## src/rtl/duty_seq_pkg.sv

```systemverilog
// ---------------------------------------------------------------------------
// duty_seq_pkg : shared widths, level->duty table and FSM states for the
//                duty level sequencer.  Rev 1.0
// ---------------------------------------------------------------------------
`default_nettype none

package duty_seq_pkg;

  localparam int NUM_LEVELS = 6;
  localparam int DUTY_W     = 7;
  localparam int LEVEL_W    = 3;

  typedef logic [DUTY_W-1:0]  duty_t;
  typedef logic [LEVEL_W-1:0] level_t;

  localparam duty_t LEVEL_DUTY [NUM_LEVELS] = '{7'd0, 7'd5, 7'd10, 7'd25, 7'd50, 7'd100};

  typedef enum logic [0:0] {
    IDLE = 1'b0,
    RAMP = 1'b1
  } state_e;

  function automatic level_t next_level(input level_t lvl);
    return (lvl == LEVEL_W'(NUM_LEVELS - 1)) ? '0 : lvl + LEVEL_W'(1);
  endfunction

  function automatic duty_t level_duty(input level_t lvl);
    duty_t d;
    d = '0;
    for (int i = 0; i < NUM_LEVELS; i++) begin
      if (lvl == LEVEL_W'(i)) d = LEVEL_DUTY[i];
    end
    return d;
  endfunction

endpackage

`default_nettype wire

```

## src/rtl/duty_level_sequencer_ramp_tick.sv

```systemverilog
// ---------------------------------------------------------------------------
// ramp_tick : prescaler with synchronous clear; one-cycle tick every
//             RAMP_STEP_CYC enabled cycles.  Rev 1.0
// ---------------------------------------------------------------------------
`default_nettype none

module ramp_tick #(
  parameter int unsigned RAMP_STEP_CYC = 100000
) (
  input  logic clk_i,
  input  logic rst_i,
  input  logic en_i,
  input  logic clr_i,
  output logic tick_o
);

  localparam int unsigned CNT_W = (RAMP_STEP_CYC > 2) ? $clog2(RAMP_STEP_CYC) : 1;
  localparam logic [CNT_W-1:0] TERM = CNT_W'(RAMP_STEP_CYC - 1);

  logic [CNT_W-1:0] cnt_q, cnt_d;

  always_comb begin
    cnt_d = cnt_q;
    if (clr_i || !en_i || (cnt_q == TERM)) begin
      cnt_d = '0;
    end else begin
      cnt_d = cnt_q + CNT_W'(1);
    end
  end

  always_ff @(posedge clk_i) begin
    if (rst_i) begin
      cnt_q <= '0;
    end else begin
      cnt_q <= cnt_d;
    end
  end

  // A clear in the terminal-count cycle swallows that tick.
  assign tick_o = en_i && !clr_i && (cnt_q == TERM);

endmodule

`default_nettype wire

```

## src/rtl/duty_level_sequencer.sv

```systemverilog
// ---------------------------------------------------------------------------
// duty_level_sequencer : key-stepped six-level duty selector for the PWM
//   stage; DUTY_RAMP_EN adds a 1 %/step glide toward each new level.  Rev 1.0
// ---------------------------------------------------------------------------
`default_nettype none

module duty_level_sequencer
  import duty_seq_pkg::*;
#(
  parameter int unsigned RAMP_STEP_CYC = 100000
) (
  input  logic               sysclk_i,
  input  logic               rst_i,
  input  logic               key_pulse_i,
  output logic [DUTY_W-1:0]  duty_o,
  output logic [LEVEL_W-1:0] level_o,
  output logic               busy_o,
  output logic               duty_upd_o
);

  if (RAMP_STEP_CYC < 2) begin : g_bad_step
    $error("RAMP_STEP_CYC must be at least 2");
  end

  level_t level_q, level_d;
  duty_t  duty_q, duty_d;
  logic   duty_upd_q, duty_upd_d;

`ifdef DUTY_RAMP_EN
  state_e state_q, state_d;
  duty_t  target;
  logic   step_tick;

  ramp_tick #(
    .RAMP_STEP_CYC(RAMP_STEP_CYC)
  ) u_ramp_tick (
    .clk_i (sysclk_i),
    .rst_i (rst_i),
    .en_i  (state_q == RAMP),
    .clr_i (key_pulse_i),
    .tick_o(step_tick)
  );

  always_comb begin
    level_d = level_q;
    duty_d  = duty_q;
    state_d = state_q;
    if (key_pulse_i) begin
      level_d = next_level(level_q);
    end
    target = level_duty(level_d);
    // Tick is never asserted with a key, so target here is the settled one.
    if (step_tick && (duty_q != target)) begin
      duty_d = (duty_q < target) ? duty_q + DUTY_W'(1) : duty_q - DUTY_W'(1);
    end
    state_d = (duty_d != target) ? RAMP : IDLE;
  end

  always_ff @(posedge sysclk_i) begin
    if (rst_i) begin
      state_q <= IDLE;
    end else begin
      state_q <= state_d;
    end
  end

  assign busy_o = (state_q == RAMP);
`else
  always_comb begin
    level_d = level_q;
    duty_d  = duty_q;
    if (key_pulse_i) begin
      level_d = next_level(level_q);
      duty_d  = level_duty(level_d);
    end
  end

  assign busy_o = 1'b0;
`endif

  assign duty_upd_d = (duty_d != duty_q);

  always_ff @(posedge sysclk_i) begin
    if (rst_i) begin
      level_q    <= '0;
      duty_q     <= '0;
      duty_upd_q <= 1'b0;
    end else begin
      level_q    <= level_d;
      duty_q     <= duty_d;
      duty_upd_q <= duty_upd_d;
    end
  end

  assign duty_o     = duty_q;
  assign level_o    = level_q;
  assign duty_upd_o = duty_upd_q;

endmodule

`default_nettype wire

```

## config.mk

```make
export PLATFORM = sky130hd
export DESIGN_NAME = duty_level_sequencer
export DESIGN_NICKNAME = d
export VERILOG_FILES = /design/src/rtl/duty_seq_pkg.sv /design/src/rtl/duty_level_sequencer_ramp_tick.sv /design/src/rtl/duty_level_sequencer.sv
export SDC_FILE = /design/constraint.sdc
export NUM_CORES = 1
export LEC_CHECK = 0
export CAP_MARGIN = 20
export CORE_MARGIN = 2
export CORE_UTILIZATION = 45
export DETAILED_ROUTE_END_ITERATION = 10
export PLACE_DENSITY = 0.71
export SYNTH_ARGS = -nofsm -noshare
export SYNTH_HDL_FRONTEND = slang
export SYNTH_SLANG_ARGS = --single-unit
```

## constraint.sdc

```tcl
create_clock -name sysclk_i -period 4.4 [get_ports sysclk_i]
set_input_delay 0.88 -clock sysclk_i [delete_from_list [all_inputs] [get_ports sysclk_i]]
set_output_delay 0.88 -clock sysclk_i [all_outputs]
set_load 0.05 [all_outputs]
```

After elaboration in Yosys (flattened, before gate mapping)
Index checks and enable logic that the tools add are counted.
{"block": "classes", "muxes": 7, "n_reduce_logical": 0, "add_sub_neg": 1, "n_lt_le_gt_ge": 0, "n_shift": 0, "bitwise": 0, "n_div": 0, "n_mul": 0, "n_eq_ne": 7}
{"cell": "2-to-1 mux 7 bit", "count": 5}
{"cell": "== test 3 bit (second input constant)", "count": 3}
{"cell": "inequality test 7 bit", "count": 1}
{"cell": "== test 3 x 2 -> 1 bit (second input constant)", "count": 2}
{"cell": "2-to-1 mux 3 bit", "count": 2}
{"cell": "adder 3 x 1 -> 3 bit (second input constant)", "count": 1}
{"cell": "== test 3 x 1 -> 1 bit (second input constant)", "count": 1}
{"block": "word_totals", "wordCells": 18, "latch_bits": 0, "ff_bits": 11, "input_bits": 3, "rom_bits": 0, "mem_bits_rw": 0, "mem_count": 0}

Depth between registers and ports, before layout
{"block": "logic_depth", "word_depth": 10, "depth_mapped": 6, "ltp_nobuf": 5}

Least setup slack after synthesis
OpenSTA, ideal clock, no wires.
{"block": "synth_timing", "path_type": "reg2reg", "start": "register level_q[1], in the netlist level_o[1]", "end": "register duty_upd_q, in the netlist duty_upd_o", "setup_ps": 130, "t_arrival_ps": 1594, "setup_slack_ps": 2676, "synth_period_minus_slack_ps": 1724, "path_stages_with_launch": 7, "required_time_ps": 4270, "cell_sequence": "dfxtp_1 > buf_6 > nor2_1 > a21boi_0 > a221o_1 > a221oi_2 > a21oi_1"}
{"block": "synth_via", "elab_chain_cells": 10, "word_cells_on_any_way": 15, "classes_between": "add/sub (1); eq/ne (7); mux (7)"}
{"element": "from (decl)", "line": "duty_level_sequencer.sv:25", "source": "level_t level_q, level_d;"}
{"element": "from (signal assigned)", "line": "duty_level_sequencer.sv:89", "source": "level_q <= level_d;"}
{"element": "adder 3 x 1 -> 3 bit / == test 3 bit (equally long branches)", "line": "duty_seq_pkg.sv:24", "source": "return (lvl == LEVEL_W'(NUM_LEVELS - 1)) ? '0 : lvl + LEVEL_W'(1);"}
{"element": "2-to-1 mux 3 bit (*)", "line": "duty_seq_pkg.sv:24"}
{"element": "== test 3 x 1 -> 1 bit", "line": "duty_seq_pkg.sv:31", "source": "if (lvl == LEVEL_W'(i)) d = LEVEL_DUTY[i];"}
{"element": "2-to-1 mux 3 bit", "line": "duty_seq_pkg.sv:31"}
{"element": "2-to-1 mux 7 bit (3 in series)", "line": "duty_seq_pkg.sv:31"}
{"element": "2-to-1 mux 7 bit (*)", "line": "duty_seq_pkg.sv:31"}
{"element": "2-to-1 mux 7 bit (*)", "line": "duty_level_sequencer.sv:72", "source": "if (key_pulse_i) begin"}
{"element": "inequality test 7 bit (*)", "line": "duty_level_sequencer.sv:81", "source": "assign duty_upd_d = (duty_d != duty_q);"}
{"element": "to (signal assigned)", "line": "duty_level_sequencer.sv:91", "source": "duty_upd_q <= duty_upd_d;"}
{"element": "to (decl)", "line": "duty_level_sequencer.sv:27", "source": "logic duty_upd_q, duty_upd_d;"}
Every way passes the cells marked *; elsewhere a longest branch is shown, timed or not.
A chain may end at the register's enable or synchronous reset.

Worst setup path after layout
{"block": "layout_timing", "start": "register level_q[2], in the netlist level_o[2]", "end": "output port level_o[2]"}
{"element": "to (decl)", "line": "duty_level_sequencer.sv:16", "source": "output logic [LEVEL_W-1:0] level_o,"}
No word-level cell between the ends.

==> impl_metrics.csv <==
group,metric,value,unit
worst_setup_path,r2r_cells,5,
layout,n_antenna_cell,0,
global_routing,grt.total_usage,14.6,%
worst_setup_path,path_buf_inv,1,
layout,drive_above_1_share,8.24,%
timing,hold_viol,0,
worst_setup_path,reg2reg_from,"level_o[2]",
drt,dr_total_vias,547,
worst_setup_path,path_max_fanout,13,
logic_synthesis,synth_top_area_share,34.4,%
floorplan,dieWidth,41.7,um
timing,finalSetupViolCount,0,
global_routing,grt_max_degree,14,
status,status,"completed",
timing,post-route-period-util,60.2,%
placement,io_buffers,13,
logic_synthesis,ys_types,31,
worst_setup_path,slowest_delay,0.89,ns
worst_setup_path,rrSetupSlack,2.74,ns
logic_synthesis,yosys.area.top_type,"dfxtp_1",
power_and_ir_drop,p_per_area,351,nW/um^2
layout,final_cell_area,747,sq um
worst_setup_path,cpMaxStageDelayCell,"clkdlybuf4s50_1",
logic_synthesis,synth-seq-area-share,34.4,%
drt,drc,0,
timing,rsz0062_at_grt,"false",
timing,holdWs,0.532,ns
floorplan,core,1320,sq um
layout,nets,89,
floorplan,row_count,13,
floorplan,io-pin-count,15,
worst_setup_path,r2r_end,"duty_upd_o",
logic_synthesis,yosysWarnings,0,
worst_setup_path,path_class,"reg -> out",
clocking,clock_sinks,11,
logic_synthesis,syn-cell-area,639,sq um
logic_synthesis,syn_avg_cell_area,8.64,sq um
logic_synthesis,syn_inst,74,
timing,clock_skew,0.00609,ns
layout,syn2layout_area_growth,16.8,%
worst_setup_path,cp-end-kind,"output port",
floorplan,dieArea,1740,sq um
hold_path,min_path_type,"reg -> reg",
timing,slew_headroom,66.0,%
hold_path,hp-start,"duty_o[5]",
clocking,clockRootBuffer,"clkbuf_4",
worst_setup_path,crit_required,3.52,ns
global_routing,grt_pass1_wl,1.93,mm
clocking,cts_tree,"built",
power_and_ir_drop,leakage,0.283,nW
logic_synthesis,syn_nets,77,
global_routing,grt_pass1_vias,433,
clocking,postCtsSetupRepairBufs,0,
logic_synthesis,synthTopCellsByArea,"dfxtp_1 (34%), mux2i_1 (7.8%), nor2_1 (7.6%), a21oi_1 (6.3%), buf_6 (5.3%)",
placement,post-dp-hpwl,844,um
power_and_ir_drop,vdd_drop_max,0.204,mV
hold_path,hold_depth,2,
clocking,clk_pin_slew,0.07,ns
worst_setup_path,cp_cell_sequence,"clkdlybuf4s50_1",
worst_setup_path,start_kind,"register",
timing,fmax,0.378,GHz
floorplan,die_h,41.7,um
timing,setup_tns,0,ns
power_and_ir_drop,fin_total_pwr,0.262,mW
global_routing,antenna_found_initial,0,
clocking,ctsHoldBuffers,0,
drt,firstDrtPassIters,4,
worst_setup_path,arrival,1.77,ns
drt,wl_per_cell,12.0,um
clocking,cts_buffers,3,
drt,viasPerCell,5.47,
drt,drt_iter0_drc,16,
timing,drv_slew,0,
clocking,cts_max_level,1,
floorplan,initial_core_util,48.5,%
worst_setup_path,path_delay_family,"buffers and inverters",
logic_synthesis,ys_ff_latch,11,
clocking,ctsLongestPathBuffers,2,
placement,gp_congestion,0.816,
hold_path,hold-path-endpoint,"duty_o[5]",
timing,post-route-min-period,2.65,ns
drt,wl,1.20,mm
drt,ant_nets,0,
clocking,clk_latency,0.27,ns
timing,worstMarginPinSlew,0.508,ns
flow_run,maxCapViolCount,0,
clocking,cts-resized-gates,0,
placement,placed_cell_area,721,sq um
global_routing,grt-ovfl-total,0,
[cells by family (layout without fill, tap and decap cells)]
logic type      count (synthesis)  count (layout)  synth area share, %
compound gates                 18              18                 19.2
xor+xnor                        2               2                 2.74
buf+inv                         9              20                 12.3
flops                          11              11                 34.4
mux                             5               5                 7.83
other cells                     1               1                0.587
simple gates                   28              28                 22.9
[layout make-up]
cell class              count  area (sq um)
multi-input cells          54           340
inverters                   3          11.3
fillers                   121           571
flip-flops and latches     11           220
well taps                  15          18.8
repair buffers             13           130
clock buffers               4          26.3
[cells in the final DEF, fill, tap and decap left out, drive strengths merged, types with 2 or more instances in the layout]
| cell | n |
|---|---|
| dfxtp | 11 |
| clkbuf | 4 |
| inv | 3 |
| o21ai | 2 |
| a21oi | 8 |
| mux2i | 5 |
| nor3 | 3 |
| clkdlybuf4s50 | 13 |
| nor2b | 3 |
| nor2 | 13 |
| nand2 | 2 |
| xnor2 | 2 |
[worst min-delay path: cells and delay by family, from the launching register on]
family          cells  cell delay, ns
flops               1            0.34
simple gates        1            0.09
compound gates      1            0.05
[per-stage QoR]
stage	worst slack (ns)	util, %	std cells
2_1_floorplan	2.68	-	74
3_3_place_gp	1.97	54.7	96
3_5_place_dp	1.93	54.7	96
4_1_cts	1.74	56.7	100
5_1_grt	1.68	56.7	100
6_report	1.75	56.7	100
[state kept, by name (all words and copies together), names as in the netlist]
register,count
duty_o,7
level_o,3
duty_upd_o,1
[how the worst max path moves through the flow]
stage	end	startpoint	cells past startpoint	slack [ns]
detailed placement	duty_upd_o	key_pulse_i	4	1.93
CTS	level_o[0]	level_o[0]	1	1.74
global route	level_o[2]	level_o[2]	1	1.68
floorplan	duty_upd_o	level_o[1]	6	2.68
global placement	duty_upd_o	key_pulse_i	4	1.97
finish	level_o[2]	level_o[2]	1	1.75
[routing by layer]
layer	GRT usage, %	share of wire (%)	up-vias
li1	-	-	275
met1	19.6	51	256
met2	20.9	44	14
met3	4.35	4.2	2
met4	7.74	0.50	0
met5	0	0	-
[synthesized netlist by cell type]
library cell	count
nor2_1	13
dfxtp_1	11
a21oi_1	8
mux2i_1	5
buf_6	3
inv_1	3
nor3_1	3
nand2_1	2
nor2b_1	2
o21ai_0	2
xnor2_1	2
a211oi_1	1
a21boi_0	1
a21o_1	1
a221o_1	1
a221oi_2	1
a31oi_1	1
and2_2	1
buf_4	1
clkbuf_8	1
conb_1	1
dlymetal6s2s_1	1
nand2b_1	1
nand3_1	1
nand3b_1	1
nand4b_1	1
nor2b_4	1
nor3b_1	1
o21bai_1	1
o311a_2	1
or3_1	1
[where the power goes]
group | leakage (nW) | switching, mW | internal, mW
Sequential | 0.0903 | 0.0107 | 0.106
Combinational | 0.178 | 0.0457 | 0.0305
Clock | 0.0150 | 0.0338 | 0.0350
Power figures use the tool's default switching activity.
